<file path="src/rtl/lbist_stumps_ctrl.sv">
`default_nettype none
// ============================================================================
// Module   : lbist_stumps_ctrl
// Purpose  : STUMPS logic-BIST controller. An LFSR pattern generator feeds
//            NUM_CHAINS scan chains through repeated shift/capture cycles for a
//            programmable number of patterns. Chain outputs are compacted into
//            a MISR, which is checked against a golden signature at the end.
// Ports    : clk, rst                  - clock, synchronous active-high reset
//            bist_start, bist_abort    - run control
//            num_patterns, golden_sig  - run setup, latched at start
//            scan_en, scan_in          - to the core's SE / SI pins
//            scan_out                  - from the core's SO pins
//            bist_busy, bist_done,
//            bist_pass, signature      - status and result
// Revision : 1.0 - initial release
// ============================================================================
module lbist_stumps_ctrl #(
    parameter int                NUM_CHAINS = 4,
    parameter int                CHAIN_LEN  = 16,
    parameter int                PAT_CNT_W  = 10,
    parameter int                LFSR_W     = 16,
    parameter logic [LFSR_W-1:0] LFSR_POLY  = 16'hB400,
    parameter logic [LFSR_W-1:0] LFSR_SEED  = 16'h0001,
    parameter int                MISR_W     = 16,
    parameter logic [MISR_W-1:0] MISR_POLY  = 16'hB400
) (
    input  logic                  clk,
    input  logic                  rst,
    input  logic                  bist_start,
    input  logic                  bist_abort,
    input  logic [PAT_CNT_W-1:0]  num_patterns,
    input  logic [MISR_W-1:0]     golden_sig,
    output logic                  scan_en,
    output logic [NUM_CHAINS-1:0] scan_in,
    input  logic [NUM_CHAINS-1:0] scan_out,
    output logic                  bist_busy,
    output logic                  bist_done,
    output logic                  bist_pass,
    output logic [MISR_W-1:0]     signature
);

    localparam int                 c_SHIFT_W    = (CHAIN_LEN > 1) ? $clog2(CHAIN_LEN) : 1;
    localparam logic [c_SHIFT_W-1:0] c_LAST_SHIFT = c_SHIFT_W'(CHAIN_LEN - 1);

    typedef enum logic [2:0] {
        S_IDLE    = 3'd0,
        S_INIT    = 3'd1,
        S_SHIFT   = 3'd2,
        S_CAPTURE = 3'd3,
        S_UNLOAD  = 3'd4,
        S_COMPARE = 3'd5,
        S_DONE    = 3'd6
    } state_t;

    state_t                 r_state;
    state_t                 w_next;

    logic [LFSR_W-1:0]      r_lfsr;
    logic [MISR_W-1:0]      r_misr;
    logic [MISR_W-1:0]      r_golden_q;
    logic [PAT_CNT_W-1:0]   r_num_q;
    logic [PAT_CNT_W-1:0]   r_pat_cnt;
    logic [c_SHIFT_W-1:0]   r_shift_cnt;
    logic                   r_pass;

    logic                   w_go;
    logic                   w_zero_pat;
    logic                   w_last_shift;
    logic                   w_last_pat;
    logic [LFSR_W-1:0]      w_lfsr_next;
    logic [MISR_W-1:0]      w_misr_next;
    logic [MISR_W-1:0]      w_scan_ext;

    // Start is honoured only when idle or finished, and abort takes priority.
    assign w_go         = bist_start && !bist_abort;
    assign w_zero_pat   = (num_patterns == '0);
    assign w_last_shift = (r_shift_cnt == c_LAST_SHIFT);
    // One extra bit so the compare is exact even for the all-ones count.
    assign w_last_pat   = (({1'b0, r_pat_cnt} + 1'b1) == {1'b0, r_num_q});

    assign w_lfsr_next  = {r_lfsr[LFSR_W-2:0], ^(r_lfsr & LFSR_POLY)};

    always_comb begin
        w_scan_ext                 = '0;
        w_scan_ext[NUM_CHAINS-1:0] = scan_out;
    end

    assign w_misr_next = {r_misr[MISR_W-2:0], ^(r_misr & MISR_POLY)} ^ w_scan_ext;

    // ------------------------------------------------------------------
    // State register
    // ------------------------------------------------------------------
    always_ff @(posedge clk) begin
        if (rst) begin
            r_state <= S_IDLE;
        end else begin
            r_state <= w_next;
        end
    end

    // ------------------------------------------------------------------
    // Next-state logic
    // ------------------------------------------------------------------
    always_comb begin
        w_next = r_state;
        case (r_state)
            S_IDLE, S_DONE: begin
                if (w_go) begin
                    w_next = w_zero_pat ? S_DONE : S_INIT;
                end
            end
            S_INIT: begin
                w_next = bist_abort ? S_IDLE : S_SHIFT;
            end
            S_SHIFT: begin
                if (bist_abort) begin
                    w_next = S_IDLE;
                end else if (w_last_shift) begin
                    w_next = S_CAPTURE;
                end
            end
            S_CAPTURE: begin
                if (bist_abort) begin
                    w_next = S_IDLE;
                end else begin
                    w_next = w_last_pat ? S_UNLOAD : S_SHIFT;
                end
            end
            S_UNLOAD: begin
                if (bist_abort) begin
                    w_next = S_IDLE;
                end else if (w_last_shift) begin
                    w_next = S_COMPARE;
                end
            end
            S_COMPARE: begin
                w_next = bist_abort ? S_IDLE : S_DONE;
            end
            default: begin
                w_next = S_IDLE;
            end
        endcase
    end

    // ------------------------------------------------------------------
    // Datapath: PRPG, MISR, counters and run setup
    // ------------------------------------------------------------------
    always_ff @(posedge clk) begin
        if (rst) begin
            r_lfsr      <= LFSR_SEED;
            r_misr      <= '0;
            r_golden_q  <= '0;
            r_num_q     <= '0;
            r_pat_cnt   <= '0;
            r_shift_cnt <= '0;
            r_pass      <= 1'b0;
        end else begin
            case (r_state)
                S_IDLE, S_DONE: begin
                    if (w_go) begin
                        r_num_q    <= num_patterns;
                        r_golden_q <= golden_sig;
                        r_pass     <= 1'b0;
                        // A zero-pattern run reports no stale signature.
                        r_misr     <= '0;
                    end
                end
                S_INIT: begin
                    r_lfsr      <= LFSR_SEED;
                    r_misr      <= '0;
                    r_shift_cnt <= '0;
                    r_pat_cnt   <= '0;
                end
                S_SHIFT: begin
                    r_lfsr <= w_lfsr_next;
                    // The first load flushes unknown chain contents, so it
                    // must not reach the signature.
                    if (r_pat_cnt != '0) begin
                        r_misr <= w_misr_next;
                    end
                    r_shift_cnt <= w_last_shift ? '0 : r_shift_cnt + 1'b1;
                end
                S_CAPTURE: begin
                    r_pat_cnt <= r_pat_cnt + 1'b1;
                end
                S_UNLOAD: begin
                    r_misr      <= w_misr_next;
                    r_shift_cnt <= w_last_shift ? '0 : r_shift_cnt + 1'b1;
                end
                S_COMPARE: begin
                    r_pass <= (r_misr == r_golden_q);
                end
                default: begin
                end
            endcase
        end
    end

    // ------------------------------------------------------------------
    // Outputs
    // ------------------------------------------------------------------
    assign scan_en   = (r_state == S_SHIFT) || (r_state == S_UNLOAD);
    assign scan_in   = (r_state == S_SHIFT) ? r_lfsr[NUM_CHAINS-1:0] : '0;
    assign bist_busy = (r_state == S_INIT)    || (r_state == S_SHIFT) ||
                       (r_state == S_CAPTURE) || (r_state == S_UNLOAD) ||
                       (r_state == S_COMPARE);
    assign bist_done = (r_state == S_DONE);
    assign bist_pass = r_pass;
    assign signature = r_misr;

endmodule
`default_nettype wire

</file>
<file path="config.mk">
export PLATFORM = sky130hd
export DESIGN_NAME = lbist_stumps_ctrl
export DESIGN_NICKNAME = d
export VERILOG_FILES = /design/src/rtl/lbist_stumps_ctrl.sv
export SDC_FILE = /design/constraint.sdc
export NUM_CORES = 1
export LEC_CHECK = 0
export ABC_AREA = 1
export BUFFER_PORTS_ARGS = -buffer_cell sky130_fd_sc_hd__buf_2
export CORE_ASPECT_RATIO = 1.4
export CORE_MARGIN = 8
export CORE_UTILIZATION = 63
export CTS_BUF_LIST = sky130_fd_sc_hd__clkbuf_4 sky130_fd_sc_hd__clkbuf_8
export CTS_CLUSTER_DIAMETER = 80
export DETAILED_ROUTE_END_ITERATION = 12
export PLACE_DENSITY = 0.87
export SLEW_MARGIN = 20
export SYNTH_ARGS = -nofsm -noshare
export SYNTH_HDL_FRONTEND = slang
export SYNTH_SLANG_ARGS = --single-unit
</file>
<file path="constraint.sdc">
create_clock -name clk -period 4.1 [get_ports clk]
set_input_delay 0.205 -clock clk [delete_from_list [all_inputs] [get_ports clk]]
set_output_delay 0.205 -clock clk [all_outputs]
set_load 0.05 [all_outputs]
</file>
==> results.md, run 1 <==
- Status: completed
- CTS clk-pin slew, worst paths: 0.08 ns
- Fin crit period: 2.20 ns
- Kind of start point of the critical path: flop
- Final Cycle Share: 53.8%
- Die Area: 8700 um^2
- Fin util: 72.6%
- Primary FF master, synth: dfxtp_1
- Core Footprint: 5820 um^2
- # nets final: 632
- GR Util All Layers: 21.8%
- Initial DRC count: 285
- Syn_area_per_cell: 6.89 um^2
- Max rail drop VDD: 0.335 mV
- Initial antenna violation count: 0
- Worst Setup Path Type: flop to flop
- CP peak stage delay: 0.42 ns
- Diode count: 0
- Clk root buf: clkbuf_8
- Grt ovf: 0
- Longest Clk Path Bufs: 2
- Sequential share of the synthesized area: 40.6%
- Vias in the first global route: 3584
- Vias/cell: 5.46
- Die Height: 107 um
- Worst slew margin: 35.2%
- Synthesized net count: 581
- Num CTS Buffers: 9
- Post-synth top cells: 152 x nand2_1, 76 x dfxtp_1, 64 x nor2_1, 54 x a21oi_1, 47 x inv_1
- Met3 global-route usage: 5.28%
- Total power: 1.48 mW
- Crit path cell chain: ha_1, nand2_1, nor2_1, nand2_1, nand3_1, nand2_1, nor2_1, nand3_1, nor2_1, nand4_1, nand2_1, nand2_1, a21oi_1
- Critical Path Slowest Stage Cell: dfxtp_1
- Post-CTS Setup Bufs: 0
- HP Class: input port to flop
- Final Setup Violations: 0
- Share of layout cells above drive strength 1: 16.7%
- DP Area: 4040 um^2
- Cell area after layout: 4220 um^2
- Unique cell type count in the Yosys netlist: 34
- Placed cell count: 654
- Port-buffer cells: 57
- Crit path top cell by count: nand2_1
- Fin cells: 670
- CP Capture Type: flop
- Hold path cells: 3
- Worst-path fanout max: 6
- Syn Inst Count: 544
- EDFF count, synth: 0
- Final Hold Slack: 0.0995 ns
- Critical path depth: 13
- I/O pins: 58
- Via Count: 3656
- HPWL Detailed: 6740 um
- Routed Antenna Nets: 0
- Flop-to-flop setup slack: 1.90 ns
- CP delay by family, top: simple AND/OR/NAND/NOR gates
- Worst skew pair latency: 0.36 ns
- Met2 Use GR: 37.2%
- Clock Sinks: 76
- CTS H-tree lvls: 3
- Routability cong.: 0.929
- Met1 GRT Util: 22.8%
- Drt total wl: 9000 um
- #FFs+latches synth: 76
- Cell Area, Synth: 3750 um^2
- Largest net degree at the start of global routing: 45
- Max Cap Viol: 0
- Initial Util: 64.3%
- CTS tree: yes
- Wire per inst: 13.4 um
- Synth area leader: dfxtp_1
- Sum Neg Setup Slack: 0 ns
- Top Usage Layer GRT: met2
- YS warnings: 0
- CP required: 4.38 ns
- Global-route wire length before repair: 15000 um
- Fin. max-slew vios: 0
- CP bufs+invs: 0
- Most common cell in the netlist: nand2_1
- RSZ-0062 raised after global routing: false
- Yosys top cell area share: 40.6%
- Cell Rows: 33
- DRT Pass-1 Iters: 4
- PD cells: 351 nW/um^2
- Reg2reg path depth: 13
- Slew @ Worst Pin: 0.968 ns
- Die W: 81.2 um
- Synth top area cells: dfxtp_1 41%, nand2_1 15%, a21oi_1 7.2%, nor2_1 6.4%, inv_1 4.7%
- Pre-CTS setup slack: 1.94 ns
- Endpoints failing hold: 0
- Leak: 1.79 nW
- Fmax: 454 MHz
- Synth-to-Final Area Change: 12.8%
- Async set or reset register ratio after synthesis: 0%
- Skew final: 0.0115 ns
- Gates resized, CTS repair: 0
- DRC violations left: 0
- Post-CTS Hold Buffers: 0
- Worst EP arrival: 2.48 ns
- Final Worst Setup Slack: 1.90 ns
## cells by family after synthesis
logic type               count (synthesis)  share of synthesized area [%]
XOR/XNOR                                20                           4.68
flip-flops                              76                           40.6
adder cells (fa/ha/maj)                  3                           1.00
AND/OR/NAND/NOR                        274                           30.7
buffers and inverters                   70                           7.48
AO/OA/AOI/OAI                          101                           15.5
## cell type report
type | count | area [um^2]
clock buffer | 9 | 124
clock inverter | 7 | 57.6
fill | 480 | 1600
inverter | 52 | 196
multi-input combinational | 398 | 1940
sequential | 76 | 1520
tap | 70 | 87.6
timing repair buffer | 58 | 293
## tightest hold or removal path: stages
cell and delay (ns):
buf_2 0.07, o21ai_0 0.07, nor2_1 0.07
## registers in the layout, summed over array words and instances, names as in the netlist
signal	count
r_num_q	10
r_state	3
r_golden_q	16
signature	16
r_lfsr	16
r_pat_cnt	10
r_shift_cnt	4
bist_pass	1
## per-layer routing
metal	routed length (um)	share of wire, %	vias to the layer above
li1	-	-	1844
met1	3500	39	1662
met3	542	6.0	35
met4	375	4.2	0
met5	0	0	-
met2	4580	51	115
## report_power, final
group	internal, mW	switching [mW]	total [mW]	leakage [nW]
clock network	0.228	0.303	0.530	0.0881
registers	0.761	0.0152	0.776	0.617
logic	0.0599	0.116	0.176	1.08
total	1.05	0.434	1.48	1.79
## final timing paths
kind                          to      startpoint
hold / removal    r_golden_q[10]  golden_sig[10]
setup reg to reg      r_state[2]    r_pat_cnt[0]
setup / recovery      r_state[2]    r_pat_cnt[0]
hold reg to reg        r_lfsr[4]       r_lfsr[4]
## cells in the final DEF, fill, tap and decap left out, drive strengths merged, types with 4 or more instances in the layout
master / synthesis / final
a21oi: 61 / 61
inv: 50 / 53
nand3: 29 / 29
clkbuf: 15 / 9
nand4: 5 / 5
buf: 3 / 58
clkinv: 2 / 4
o21ai: 33 / 33
nand2: 155 / 155
or2: 6 / 6
dfxtp: 76 / 76
nor2: 68 / 68
nand3b: 4 / 4
xor2: 11 / 11
xnor2: 9 / 9
Note: power is estimated with default switching activity, not from simulation.
==> run 2, diff against run 1 <==
--- a/config.mk
+++ b/config.mk
@@ -5,15 +5,15 @@
 export SDC_FILE = /design/constraint.sdc
 export NUM_CORES = 1
 export LEC_CHECK = 0
-export ABC_AREA = 1
+export ABC_AREA = 0
 export BUFFER_PORTS_ARGS = -buffer_cell sky130_fd_sc_hd__buf_2
 export CORE_ASPECT_RATIO = 1.4
 export CORE_MARGIN = 8
-export CORE_UTILIZATION = 63
+export CORE_UTILIZATION = 59
 export CTS_BUF_LIST = sky130_fd_sc_hd__clkbuf_4 sky130_fd_sc_hd__clkbuf_8
 export CTS_CLUSTER_DIAMETER = 80
 export DETAILED_ROUTE_END_ITERATION = 12
-export PLACE_DENSITY = 0.87
+export PLACE_DENSITY = 0.82
 export SLEW_MARGIN = 20
 export SYNTH_ARGS = -nofsm -noshare
 export SYNTH_HDL_FRONTEND = slang
==> constraint.sdc (replaced) <==
create_clock -name clk -period 2.31 [get_ports clk]
set_input_delay 0.1155 -clock clk [delete_from_list [all_inputs] [get_ports clk]]
set_output_delay 0.1155 -clock clk [all_outputs]
set_load 0.05 [all_outputs]
==> run 2 against run 1 <==
Power increased by 84%. Critical path depth decreased by 7. Largest cell class unchanged. Setup slack got worse by 1.8 ns. Highest routed layer unchanged.
==> results.md, run 2 <==
- Status: completed
- Commonest non-fill, non-tap cell in the layout: dfxtp_1
- Worst skew pair latency: 0.35 ns
- Routability cong.: 0.896
- Port-buffer cells: 57
- Drt total wl: 10400 um
- Cell Rows: 34
- Final Worst Setup Slack: 0.132 ns
- PD cells: 609 nW/um^2
- CTS H-tree lvls: 3
- CP Capture Type: flop
- Worst Setup Path Type: flop to flop
- Slew @ Worst Pin: 0.747 ns
- Synth top area cells: dfxtp_1 40%, a21oi_1 8.7%, nand2_1 7.0%, xor2_1 5.1%, xnor2_1 4.6%
- Core Footprint: 6210 um^2
- Share of layout cells above drive strength 1: 17.3%
- Final Cycle Share: 94.3%
- Routed Antenna Nets: 0
- Skew final: 0.0146 ns
- Reg2reg path depth: 6
- Synth-to-Final Area Change: 18.3%
- Wire per inst: 16.8 um
- DRC violations left: 0
- #FFs+latches synth: 76
- Die W: 83.7 um
- Max rail drop VDD: 0.518 mV
- Global-route wire length before repair: 16900 um
- Longest Clk Path Bufs: 2
- Worst slew margin: 50.1%
- HP Class: input port to flop
- Clk root buf: clkbuf_8
- Yosys top cell area share: 40.2%
- Leak: 1.80 nW
- Largest net degree at the start of global routing: 73
- Post-synth top cells: 76 x dfxtp_1, 71 x nand2_1, 66 x a21oi_1, 39 x nor2_1
- DRT Pass-1 Iters: 6
- CTS tree: yes
- CTS clk-pin slew, worst paths: 0.09 ns
- Syn_area_per_cell: 7.82 um^2
- Initial Util: 61.0%
- I/O pins: 58
- Most frequent cells in the layout: 76 x dfxtp_1, 71 x nand2_1, 66 x a21oi_1
- Worst-path fanout max: 8
- Cell Area, Synth: 3790 um^2
- Clock Sinks: 76
- Most common cell in the netlist: dfxtp_1
- Grt ovf: 0
- RSZ-0062 raised after global routing: false
- # nets final: 581
- Syn Inst Count: 484
- Initial antenna violation count: 0
- Endpoints failing hold: 0
- Final Setup Violations: 0
- Via Count: 3715
- GR Util All Layers: 21.7%
- Fmax: 459 MHz
- YS warnings: 0
- Die Area: 9270 um^2
- Hold path cells: 3
- HPWL Detailed: 6860 um
- Kind of start point of the critical path: flop
- Primary FF master, synth: dfxtp_1
- Vias/cell: 5.98
- Synth area leader: dfxtp_1
- Unique cell type count in the Yosys netlist: 49
- Vias in the first global route: 3489
- Initial DRC count: 227
- Die Height: 111 um
- Fin. max-slew vios: 0
- EDFF count, synth: 0
- Sum Neg Setup Slack: 0 ns
- CP required: 2.56 ns
- Async set or reset register ratio after synthesis: 0%
- Diode count: 0
- Sequential share of the synthesized area: 40.2%
- Worst EP arrival: 2.42 ns
- Max Cap Viol: 0
- Pre-CTS setup slack: 0.160 ns
- Synthesized net count: 521
- Fin crit period: 2.18 ns
- Num CTS Buffers: 9
- Post-CTS Setup Bufs: 0
[run 2: changes by cell type in the layout (fill, tap and decap cells not counted), moves of 12 or more]
cell,delta
nand2_1,-81
inv_1,-40
nor2_1,-26
nand3_1,-18
nand4_1,+15
dlygate4sd3_1,+14
a21oi_1,+12
[run 2: where the power goes]
part | internal [mW] | switching (mW) | leakage, nW | total, mW
Combinational | 0.0967 | 0.136 | 1.07 | 0.232
Clock | 0.614 | 0.526 | 0.110 | 1.14
Sequential | 1.33 | 0.0224 | 0.615 | 1.36
Total | 2.04 | 0.684 | 1.80 | 2.73
[run 2: cell type report]
class / instances / area [um^2]
sequential: 76 / 1520
timing repair buffer: 83 / 515
clock inverter: 7 / 98.8
clock buffer: 9 / 124
tap: 72 / 90.1
fill: 516 / 1730
multi-input combinational: 367 / 2100
inverter: 7 / 26.3
[run 2: logic make-up after synthesis]
group	after synthesis	share of synthesized area [%]
AO/OA/AOI/OAI	126	19.3
XOR/XNOR	44	10.7
adder cells (fa/ha/maj)	3	0.992
buffers and inverters	41	4.33
flip-flops	76	40.2
AND/OR/NAND/NOR	194	24.5
[run 2: what timing repair did]
item                                    in CTS  in global routing
hold buffers                                14                  0
resized for setup                            1                  1
endpoints found under the setup margin       1                  3
endpoints found under the hold margin       14                  0
[run 2: critical path: stages (launching register included)]
cell and delay [ns]:
dfxtp_1 0.45, ha_1 0.36, nand3_1 0.12, or3_1 0.34, a2111oi_2 0.37, nand4_1 0.18, o211a_1 0.26
[run 2: worst paths after layout]
kind	to	from	slack, ns
hold / removal	r_golden_q[14]	golden_sig[14]	0.009
setup reg to reg	r_state[1]	r_pat_cnt[0]	0.13
hold reg to reg	r_lfsr[0]	r_lfsr[0]	0.47
setup / recovery	r_state[1]	r_pat_cnt[0]	0.13
[run 2: routing by layer]
layer  vias to the layer above  track usage, %  share of wire, %
li1                       1816               -                 -
met1                      1753            24.3                40
met2                       120            37.8                52
met3                        26            4.49               4.2
met4                         0            9.83               3.3
met5                         -               0                 0
[run 2: metrics by stage]
stage	total power, mW	hold slack, ns	cell area [um^2]	cells	util, %
floorplan	1.52	0.225	3790	484	-
global placement	1.59	0.356	4110	591	66.2
detailed placement	1.59	0.362	4110	591	66.2
CTS	2.74	0.00131	4480	621	72.1
global route	2.82	0.00295	4480	621	72.1
finish	2.73	0.00919	4480	621	72.1
